## config.mk

```make
export PLATFORM = sky130hd
export DESIGN_NAME = ssd_scan_driver
export DESIGN_NICKNAME = d
export VERILOG_FILES = /design/src/rtl/ssd_pkg.sv /design/src/rtl/ssd_blank_mask.sv /design/src/rtl/ssd_scan_driver.sv
export SDC_FILE = /design/constraint.sdc
export NUM_CORES = 1
export LEC_CHECK = 0
export CELL_PAD_IN_SITES_DETAIL_PLACEMENT = 0
export CELL_PAD_IN_SITES_GLOBAL_PLACEMENT = 2
export CORE_MARGIN = 2
export CORE_UTILIZATION = 35
export CTS_CLUSTER_DIAMETER = 40
export DETAILED_ROUTE_END_ITERATION = 8
export PLACE_DENSITY = 0.82
export SYNTH_ARGS = -nofsm -noshare
export SYNTH_HDL_FRONTEND = slang
export SYNTH_SLANG_ARGS = --single-unit
```

## constraint.sdc

```tcl
create_clock -name clk -period 2.5 [get_ports clk]
set_input_delay 0.25 -clock clk [delete_from_list [all_inputs] [get_ports clk]]
set_output_delay 0.25 -clock clk [all_outputs]
set_load 0.1 [all_outputs]
```

## src/rtl/ssd_pkg.sv

```systemverilog
// Shared definitions for the seven-segment scan driver.
//   SEG_*        : 7-bit glyphs, bit order {g,f,e,d,c,b,a}, active-high
//   blink_phase_e: visible/hidden phase of the whole-display blink
//   bcd_to_seg() : 4-bit code to glyph; codes 10-15 render as a dash
package ssd_pkg;

  localparam logic [6:0] SEG_0    = 7'h3F;
  localparam logic [6:0] SEG_1    = 7'h06;
  localparam logic [6:0] SEG_2    = 7'h5B;
  localparam logic [6:0] SEG_3    = 7'h4F;
  localparam logic [6:0] SEG_4    = 7'h66;
  localparam logic [6:0] SEG_5    = 7'h6D;
  localparam logic [6:0] SEG_6    = 7'h7D;
  localparam logic [6:0] SEG_7    = 7'h07;
  localparam logic [6:0] SEG_8    = 7'h7F;
  localparam logic [6:0] SEG_9    = 7'h6F;
  localparam logic [6:0] SEG_DASH = 7'h40;
  localparam logic [6:0] SEG_OFF  = 7'h00;

  typedef enum logic {PhVisible, PhHidden} blink_phase_e;

  function automatic logic [6:0] bcd_to_seg(input logic [3:0] bcd);
    logic [6:0] s;
    case (bcd)
      4'd0:    s = SEG_0;
      4'd1:    s = SEG_1;
      4'd2:    s = SEG_2;
      4'd3:    s = SEG_3;
      4'd4:    s = SEG_4;
      4'd5:    s = SEG_5;
      4'd6:    s = SEG_6;
      4'd7:    s = SEG_7;
      4'd8:    s = SEG_8;
      4'd9:    s = SEG_9;
      default: s = SEG_DASH;
    endcase
    return s;
  endfunction

endpackage

```

## src/rtl/ssd_blank_mask.sv

```systemverilog
// Leading-zero blank mask for the scan driver.
//   digits_i : packed BCD digits, digit i at [4i+3:4i], digit 0 least significant
//   blank_o  : bit i set when digit i and every more significant digit are zero
// Purely combinational. Non-BCD codes (10-15) count as nonzero.
module ssd_blank_mask #(
  parameter int unsigned N_DIGITS = 3
) (
  input  logic [4*N_DIGITS-1:0] digits_i,
  output logic [N_DIGITS-1:0]   blank_o
);

  logic nz_seen;

  // Walk from the most significant digit down; once a nonzero digit is seen,
  // nothing below it may be blanked.
  always_comb begin
    blank_o = '0;
    nz_seen = 1'b0;
    for (int i = N_DIGITS - 1; i >= 0; i--) begin
      nz_seen    = nz_seen | (digits_i[4*i +: 4] != 4'd0);
      blank_o[i] = ~nz_seen;
    end
  end

endmodule

```

## src/rtl/ssd_scan_driver.sv

```systemverilog
// Time-multiplexed seven-segment driver with frame-aligned double buffering,
// leading-zero blanking and whole-display blink.
//   clk, reset  : clock, synchronous active-high reset
//   load        : one-cycle strobe capturing digits_in into the pending buffer
//   digits_in   : packed BCD, digit i at [4i+3:4i]
//   blank_en    : enable leading-zero blanking
//   blink_en    : enable blinking (BLINK_FRAMES frames per half-period)
//   seg         : registered segments {g,f,e,d,c,b,a}
//   an          : registered one-hot digit enable
//   frame_done  : one-cycle pulse following each frame wrap
// ACTIVE_LOW inverts seg and an at the pins only.
module ssd_scan_driver
  import ssd_pkg::*;
#(
  parameter int unsigned N_DIGITS     = 3,
  parameter int unsigned SCAN_DIV     = 1000,
  parameter int unsigned BLINK_FRAMES = 64,
  parameter bit          ACTIVE_LOW   = 1'b0
) (
  input  logic                  clk,
  input  logic                  reset,
  input  logic                  load,
  input  logic [4*N_DIGITS-1:0] digits_in,
  input  logic                  blank_en,
  input  logic                  blink_en,
  output logic [6:0]            seg,
  output logic [N_DIGITS-1:0]   an,
  output logic                  frame_done
);

  localparam int unsigned IdxW   = (N_DIGITS > 1) ? $clog2(N_DIGITS) : 1;
  localparam int unsigned PresW  = $clog2(SCAN_DIV);
  localparam int unsigned BlinkW = (BLINK_FRAMES > 1) ? $clog2(BLINK_FRAMES) : 1;

  localparam logic [IdxW-1:0]   IdxLast   = IdxW'(N_DIGITS - 1);
  localparam logic [PresW-1:0]  PresLast  = PresW'(SCAN_DIV - 1);
  localparam logic [BlinkW-1:0] BlinkLast = BlinkW'(BLINK_FRAMES - 1);

  logic [PresW-1:0]      presc_q, presc_d;
  logic [IdxW-1:0]       idx_q, idx_d;
  logic [4*N_DIGITS-1:0] pending_q, pending_d;
  logic                  pend_valid_q, pend_valid_d;
  logic [4*N_DIGITS-1:0] active_q, active_d;
  logic [BlinkW-1:0]     blink_cnt_q, blink_cnt_d;
  blink_phase_e          phase_q, phase_d;
  logic [6:0]            seg_q, seg_d;
  logic [N_DIGITS-1:0]   an_q, an_d;
  logic                  frame_done_q, frame_done_d;

  logic                  presc_wrap;
  logic                  frame_wrap;
  logic                  hide;
  logic [3:0]            cur_digit;
  logic [N_DIGITS-1:0]   blank_mask;

  ssd_blank_mask #(
    .N_DIGITS(N_DIGITS)
  ) u_blank_mask (
    .digits_i(active_q),
    .blank_o (blank_mask)
  );

  assign presc_wrap = (presc_q == PresLast);
  assign frame_wrap = presc_wrap && (idx_q == IdxLast);
  assign cur_digit  = active_q[4*int'(idx_q) +: 4];
  // Gate with blink_en directly so dropping it un-hides on the very next cycle.
  assign hide       = blink_en && (phase_q == PhHidden);

  always_comb begin
    // Scan timing
    presc_d = presc_wrap ? '0 : presc_q + 1'b1;
    idx_d   = idx_q;
    if (presc_wrap) begin
      idx_d = (idx_q == IdxLast) ? '0 : idx_q + 1'b1;
    end

    // Double buffer: a load coinciding with the wrap bypasses pending.
    pending_d    = pending_q;
    pend_valid_d = pend_valid_q;
    active_d     = active_q;
    if (frame_wrap) begin
      pend_valid_d = 1'b0;
      if (load) begin
        active_d = digits_in;
      end else if (pend_valid_q) begin
        active_d = pending_q;
      end
    end else if (load) begin
      pending_d    = digits_in;
      pend_valid_d = 1'b1;
    end

    // Blink phase
    blink_cnt_d = blink_cnt_q;
    phase_d     = phase_q;
    if (!blink_en) begin
      blink_cnt_d = '0;
      phase_d     = PhVisible;
    end else if (frame_wrap) begin
      if (blink_cnt_q == BlinkLast) begin
        blink_cnt_d = '0;
        phase_d     = (phase_q == PhVisible) ? PhHidden : PhVisible;
      end else begin
        blink_cnt_d = blink_cnt_q + 1'b1;
      end
    end

    // Output stage, one cycle behind the scan index
    an_d = hide ? '0 : (N_DIGITS'(1) << idx_q);
    if (hide || (blank_en && blank_mask[idx_q])) begin
      seg_d = SEG_OFF;
    end else begin
      seg_d = bcd_to_seg(cur_digit);
    end
    frame_done_d = frame_wrap;
  end

  always_ff @(posedge clk) begin
    if (reset) begin
      presc_q      <= '0;
      idx_q        <= '0;
      pending_q    <= '0;
      pend_valid_q <= 1'b0;
      active_q     <= '0;
      blink_cnt_q  <= '0;
      phase_q      <= PhVisible;
      seg_q        <= SEG_OFF;
      an_q         <= '0;
      frame_done_q <= 1'b0;
    end else begin
      presc_q      <= presc_d;
      idx_q        <= idx_d;
      pending_q    <= pending_d;
      pend_valid_q <= pend_valid_d;
      active_q     <= active_d;
      blink_cnt_q  <= blink_cnt_d;
      phase_q      <= phase_d;
      seg_q        <= seg_d;
      an_q         <= an_d;
      frame_done_q <= frame_done_d;
    end
  end

  assign seg        = ACTIVE_LOW ? ~seg_q : seg_q;
  assign an         = ACTIVE_LOW ? ~an_q : an_q;
  assign frame_done = frame_done_q;

endmodule
```

; ---- After elaboration in Yosys (flattened, before gate mapping)
; Memories as Yosys holds them, arrays and structs flattened. A register that Yosys moved wholly into a read port is not among the register bits.
; Cells that the tools add are included.
[totals]
reg_bits = 48
mem_bits_ro = 112
in_bits = 17
output_inout_bits = 11
word_cells = 49
n_memories = 1
[classes]
n_addsub = 3
order_cmp = 1
n_eq_ne = 3
shifts = 2
n_mux = 7
bitwise = 7
n_reduce_logical = 16
[memory_table]
columns = memory, words, word_bits, read_ports, rd_clocked_by_memory_dff, wr, line
row1 = (name not given), 16, 7, 1, 1, 0, ssd_pkg.sv:24  ; case (bcd)
[op_table]
columns = op, count
row1 = 12-bit 2-to-1 mux, 2
row2 = 4-bit nonzero test, 3
row3 = 12-bit by 5-bit indexed part select with 4-bit output, 1
row4 = "10-bit by 1-bit adder with 10-bit output, second input constant", 1
row5 = "10-bit == test, second input constant", 1
row6 = 2-bit OR reduction, 5
row7 = "6-bit by 1-bit adder with 6-bit output, second input constant", 1
row8 = "6-bit == test, second input constant", 1
row9 = 6-bit 2-to-1 mux, 1
row10 = 2-bit AND reduction, 3
row11 = 1-bit inverter, 5
row12 = 1-bit logical AND, 3
row13 = "2-bit by 3-bit < comparator with 1-bit output, second input constant", 1
row14 = "1-bit by 2-bit << shifter with 3-bit output, first input constant", 1
row15 = "2-bit by 1-bit adder with 2-bit output, second input constant", 1
row16 = 1-bit binary-select mux with 2-bit select, 1
row17 = "2-bit == test, second input constant", 1
row18 = 1-bit 2-to-1 mux, 2
row19 = 2-bit 2-to-1 mux, 1
row20 = 1-bit OR, 2
row21 = 2-bit nonzero test, 1
row22 = 1-bit logical OR, 1

; ---- Depth between registers and ports, before layout
[depth]
word_depth = 9
ltp_mapped = 10
mapped_depth_nobuf = 8

; ---- Cells and area by module
; Synthesis repeated with hierarchy kept, for this count alone.
[hier_totals]
cells_unflattened = 268
area_unflattened_um2 = 2517.4
[by_module_without_submodules]
columns = module, instances, cells_each, area_per_inst_um2, seq_area_each_um2
row1 = ssd_scan_driver, 1, 262, 2473.6, 1101.1
row2 = ssd_blank_mask, 1, 6, 43.8, 0.0

; ---- Worst setup path before layout
; OpenSTA, ideal clock, no wires.
[synth_path]
path_kind = reg-to-reg
startpoint = register idx_q[1]
endpoint = register seg_q[0] (netlist: seg[0])
setup_time_ns = 0.091
t_arrival_ns = 2.177
required_time_ns = 2.409
path_slack_ns = 0.232
stages_incl_launch_ff = 8
n_path_buf = 1
period_less_slack_ns = 2.268
cell_sequence = dfxtp_1 buf_6 mux2_2 a22oi_1 inv_1 ha_1 or3_1 a311oi_1
[synth_via]
elab_chain_cells = 5
word_cells_on_any_way = 6
classes_between = 1 x shift / 2 x mux / 3 x reduce/logical
[synth_lines]
columns = item, line
row1 = "start, declared", ssd_scan_driver.sv:40  ; logic [IdxW-1:0] idx_q, idx_d;
row2 = "start signal, assigned", ssd_scan_driver.sv:132  ; idx_q <= idx_d;
row3 = 1-bit binary-select mux with 2-bit select, ssd_scan_driver.sv:110  ; if (hide || (blank_en && blank_mask[idx_q])) begin
row4 = 1-bit 2-to-1 mux (implied by the code), ssd_scan_driver.sv:110
row5 = 1-bit logical AND, ssd_scan_driver.sv:110
row6 = 1-bit logical OR, ssd_scan_driver.sv:110
row7 = 2-bit OR reduction (no source line), -
row8 = "end, declared", ssd_scan_driver.sv:46  ; logic [6:0] seg_q, seg_d;
; Several ways; a longest one is shown, not always the timed one. The select of a mux whose other input is x is not followed.
; A chain may end at the register's enable or synchronous reset.

; ---- Worst setup path after layout
[layout_path]
startpoint = register idx_q[1]
endpoint = register seg_q[5] (netlist: seg[5])
; The elaborated chain is that of the path after synthesis.

==> results.toml <==
[drt]
ant_nets = 0
firstDrtPassIters = 4
dr.first_iter.drc_count = 87
via_per_inst = 5.020
drc = 0
wl_mm = 5.252
vias = 2033
wl_per_cell_um = 12.97

[synthesis]
syn_inst = 280
syn_area_um2 = 2651
ys_async_sr_fraction_pct = 0
synth_seq_cells = 55
synth_ff_type = "dfxtp_1"
syn_nets = 305
ys.warnings.count = 0
syn_area_per_cell_um2 = 9.469
synth-edff-count = 0
synth_cell_types = 51
ys_seq_area_share_pct = 41.53

[setup_path]
end_kind = "register"
path_max_fanout = 11
critPathLaunch = "idx_q[1]$_SDFFE_PP0N_"
r2r_end = "seg[5]$_SDFF_PP0_"
crit_chain = "buf_4, mux2_2, a22oi_1, inv_1, ha_1, or3_1, a311oi_1"
path_class = "reg2reg"
cp.required_ps = 2720
startpoint_type = "register"
r2r_cells = 7
r2r_slack_ps = 330
arrival_ps = 2400
reg2reg_from = "idx_q[1]$_SDFFE_PP0N_"
slowest_stage = "or3_1"
cpPeakStageDelay_ps = 370

[sta]
setup_viol = 0
setup_tns_ps = 0
finalHoldViolCount = 0
slew_headroom_pct = 65.71
fin_skew_ps = 7.238
post-route-period-util_pct = 86.91
worst_pin_slew_ps = 514.4
rsz0062_at_grt = "false"
finalWorstPathRequiredPeriod_ps = 2173
drv_slew = 0
clock.fmax_mhz = 460.3
hold-worst-slack_ps = 468.2

[clock_tree]
cts_tree = "yes"
clk_pin_slew_ps = 100
cts-root-buf = "clkbuf_8"
clockBufferDepth = 2
clock_latency_ps = 310
clkSinkCount = 55
cts_setup_buffers = 0
htree_levels = 2
cts_buffers = 5

[power_and_ir_drop]
power_frac_clock_pct = 39.5
seq_power_share_pct = 51.6
leakage_nw = 1.226
total_power_mw = 1.762
combPwrFrac_pct = 8.9
power.switching_uw = 401.3
swShare_pct = 22.77
p_int_mw = 1.361
ir_worst_vdd_uv = 200.7
power_density_nw_per_um2 = 565.7

[hold_path]
hold_class = "reg2reg"
min_path_cells = 1
holdPathEnd = "presc_q[0]$_SDFF_PP0_"
hp-start = "presc_q[0]$_SDFF_PP0_"

[finish]
drive_gt1_share_pct = 14.05
stdcell_area_um2 = 3115
fillers = 771
area_delta_synth_final_pct = 17.51
final_common_cell = "dfxtp_1"
nets = 330
antenna_cells = 0
mostFrequentLayoutCells = "55 x dfxtp_1, 30 x nor2_1, 29 x mux2i_1"

[global_routing]
grt_util_all_layers_pct = 13.19
grt_max_degree = 29
antenna_found_initial = 0
grt_pass1_wl_mm = 9.011
first_global_vias = 1898
grt-ovfl-total = 0

[placement]
place_area_um2 = 2978
hpwl_mm = 3.568
place_congestion = 0.7643
numPortBuffers = 27

[die]
core_um2 = 7292
die_h_um = 91.04
boundaryPins = 28
die_area_um2 = 8287
die_x_um = 91.04
num_rows = 31
initial_core_util_pct = 36.36

[run_status]
status = "finished clean"

[job]
drv_cap = 0
[registers in the layout, indices dropped and copies added, names as in the netlist]
name / cells
frame_done: 1
idx_q: 2
pend_valid_q: 1
seg: 7
phase_q: 1
pending_q: 12
an: 3
active_q: 12
blink_cnt_q: 6
presc_q: 10
[power by group through the flow]
stage          registers (mW)  clock network, mW  logic [mW]
2_1_floorplan           0.973                  0      0.0636
3_3_place_gp            0.930                  0       0.159
3_5_place_dp            0.930                  0       0.159
4_1_cts                 0.910              0.723       0.160
5_1_grt                 0.913              0.758       0.171
6_report                0.910              0.695       0.157
[worst max path at each step]
| stage | endpoint | slack (ps) | cells after the start |
|---|---|---|---|
| floorplan | seg[0]$_SDFF_PP0_ | 230 | 7 |
| global placement | seg[0]$_SDFF_PP0_ | 330 | 6 |
| detailed placement | seg[5]$_SDFF_PP0_ | 260 | 6 |
| CTS | seg[5]$_SDFF_PP0_ | 230 | 6 |
| global route | seg[5]$_SDFF_PP0_ | 80 | 7 |
| finish | seg[5]$_SDFF_PP0_ | 330 | 7 |
[layer usage]
metal	part of all wire, %	GRT usage (%)	vias up
li1	-	-	1061
met1	54	18.88	935
met2	42	19.51	31
met3	3.0	3.402	6
met4	1.3	3.788	0
met5	0	0	-
[stage by stage]
stage	setup slack, ps	util, %	std cells
6_report	327.3	42.72	405
5_1_grt	78.91	42.72	405
3_3_place_gp	331.0	40.84	397
3_5_place_dp	263.6	40.84	397
4_1_cts	232.3	42.66	405
2_1_floorplan	232.2	-	280
[layout make-up]
class | instances | area (µm²) | share of cell area (%)
Timing Repair Buffer | 34 | 295.3 | 9.478
Clock inverter | 2 | 60.06 | 1.928
Sequential cell | 55 | 1101 | 35.34
Clock buffer | 6 | 72.57 | 2.329
Multi-Input combinational cell | 202 | 1436 | 46.10
Inverter | 7 | 26.28 | 0.8434
Tap cell | 99 | 123.9 | 3.976
[synth_stat cells, types with 2 or more instances]
cell type  instances  area (µm²)
a211oi_1           4       30.03
a21oi_1           19       95.09
a22oi_1            3       22.52
a311oi_1           3       26.28
a31oi_1            2       12.51
and2_1             3       18.77
and3_1             3       18.77
and4_1             2       17.52
and4bb_2           2       25.02
buf_2              5       25.02
buf_6              3       33.78
clkbuf_1           7       26.28
dfxtp_1           55        1101
ha_1               8       100.1
inv_1              7       26.28
mux2_2             3       33.78
mux2i_1           29       290.3
nand2_1            7       26.28
nand2b_1           3       18.77
nand3_1            7       35.03
nand3_2            2       20.02
nor2_1            30       112.6
nor3_1             5       25.02
nor4_1             2       12.51
o21ai_0           18       90.09
or3_1             17       106.4
xnor2_1            3       26.28
xor2_1             5       43.79
[critical path, delay by kind of cell, from the launching register on]
family	cells	cell delay [ps]
flip-flops	1	360
buffers and inverters	2	330
AND/OR/NAND/NOR	1	370
adder cells (fa/ha/maj)	1	210
multiplexers	1	350
AO/OA/AOI/OAI	2	460
[logic make-up after synthesis]
| group | synth area share, % |
|---|---|
| simple gates | 20.25 |
| compound gates | 14.54 |
| flops | 41.53 |
| mux | 12.79 |
| buf+inv | 4.483 |
| xor+xnor | 2.643 |
| fa+ha+maj | 3.776 |
[repair_timing]
item                                    in CTS  in global routing
endpoints found under the setup margin       0                  3
hold buffers                                 0                  0
gates resized for setup                      0                  1
endpoints found under the hold margin        0                  0
Note: power is estimated with default switching activity, not from simulation.
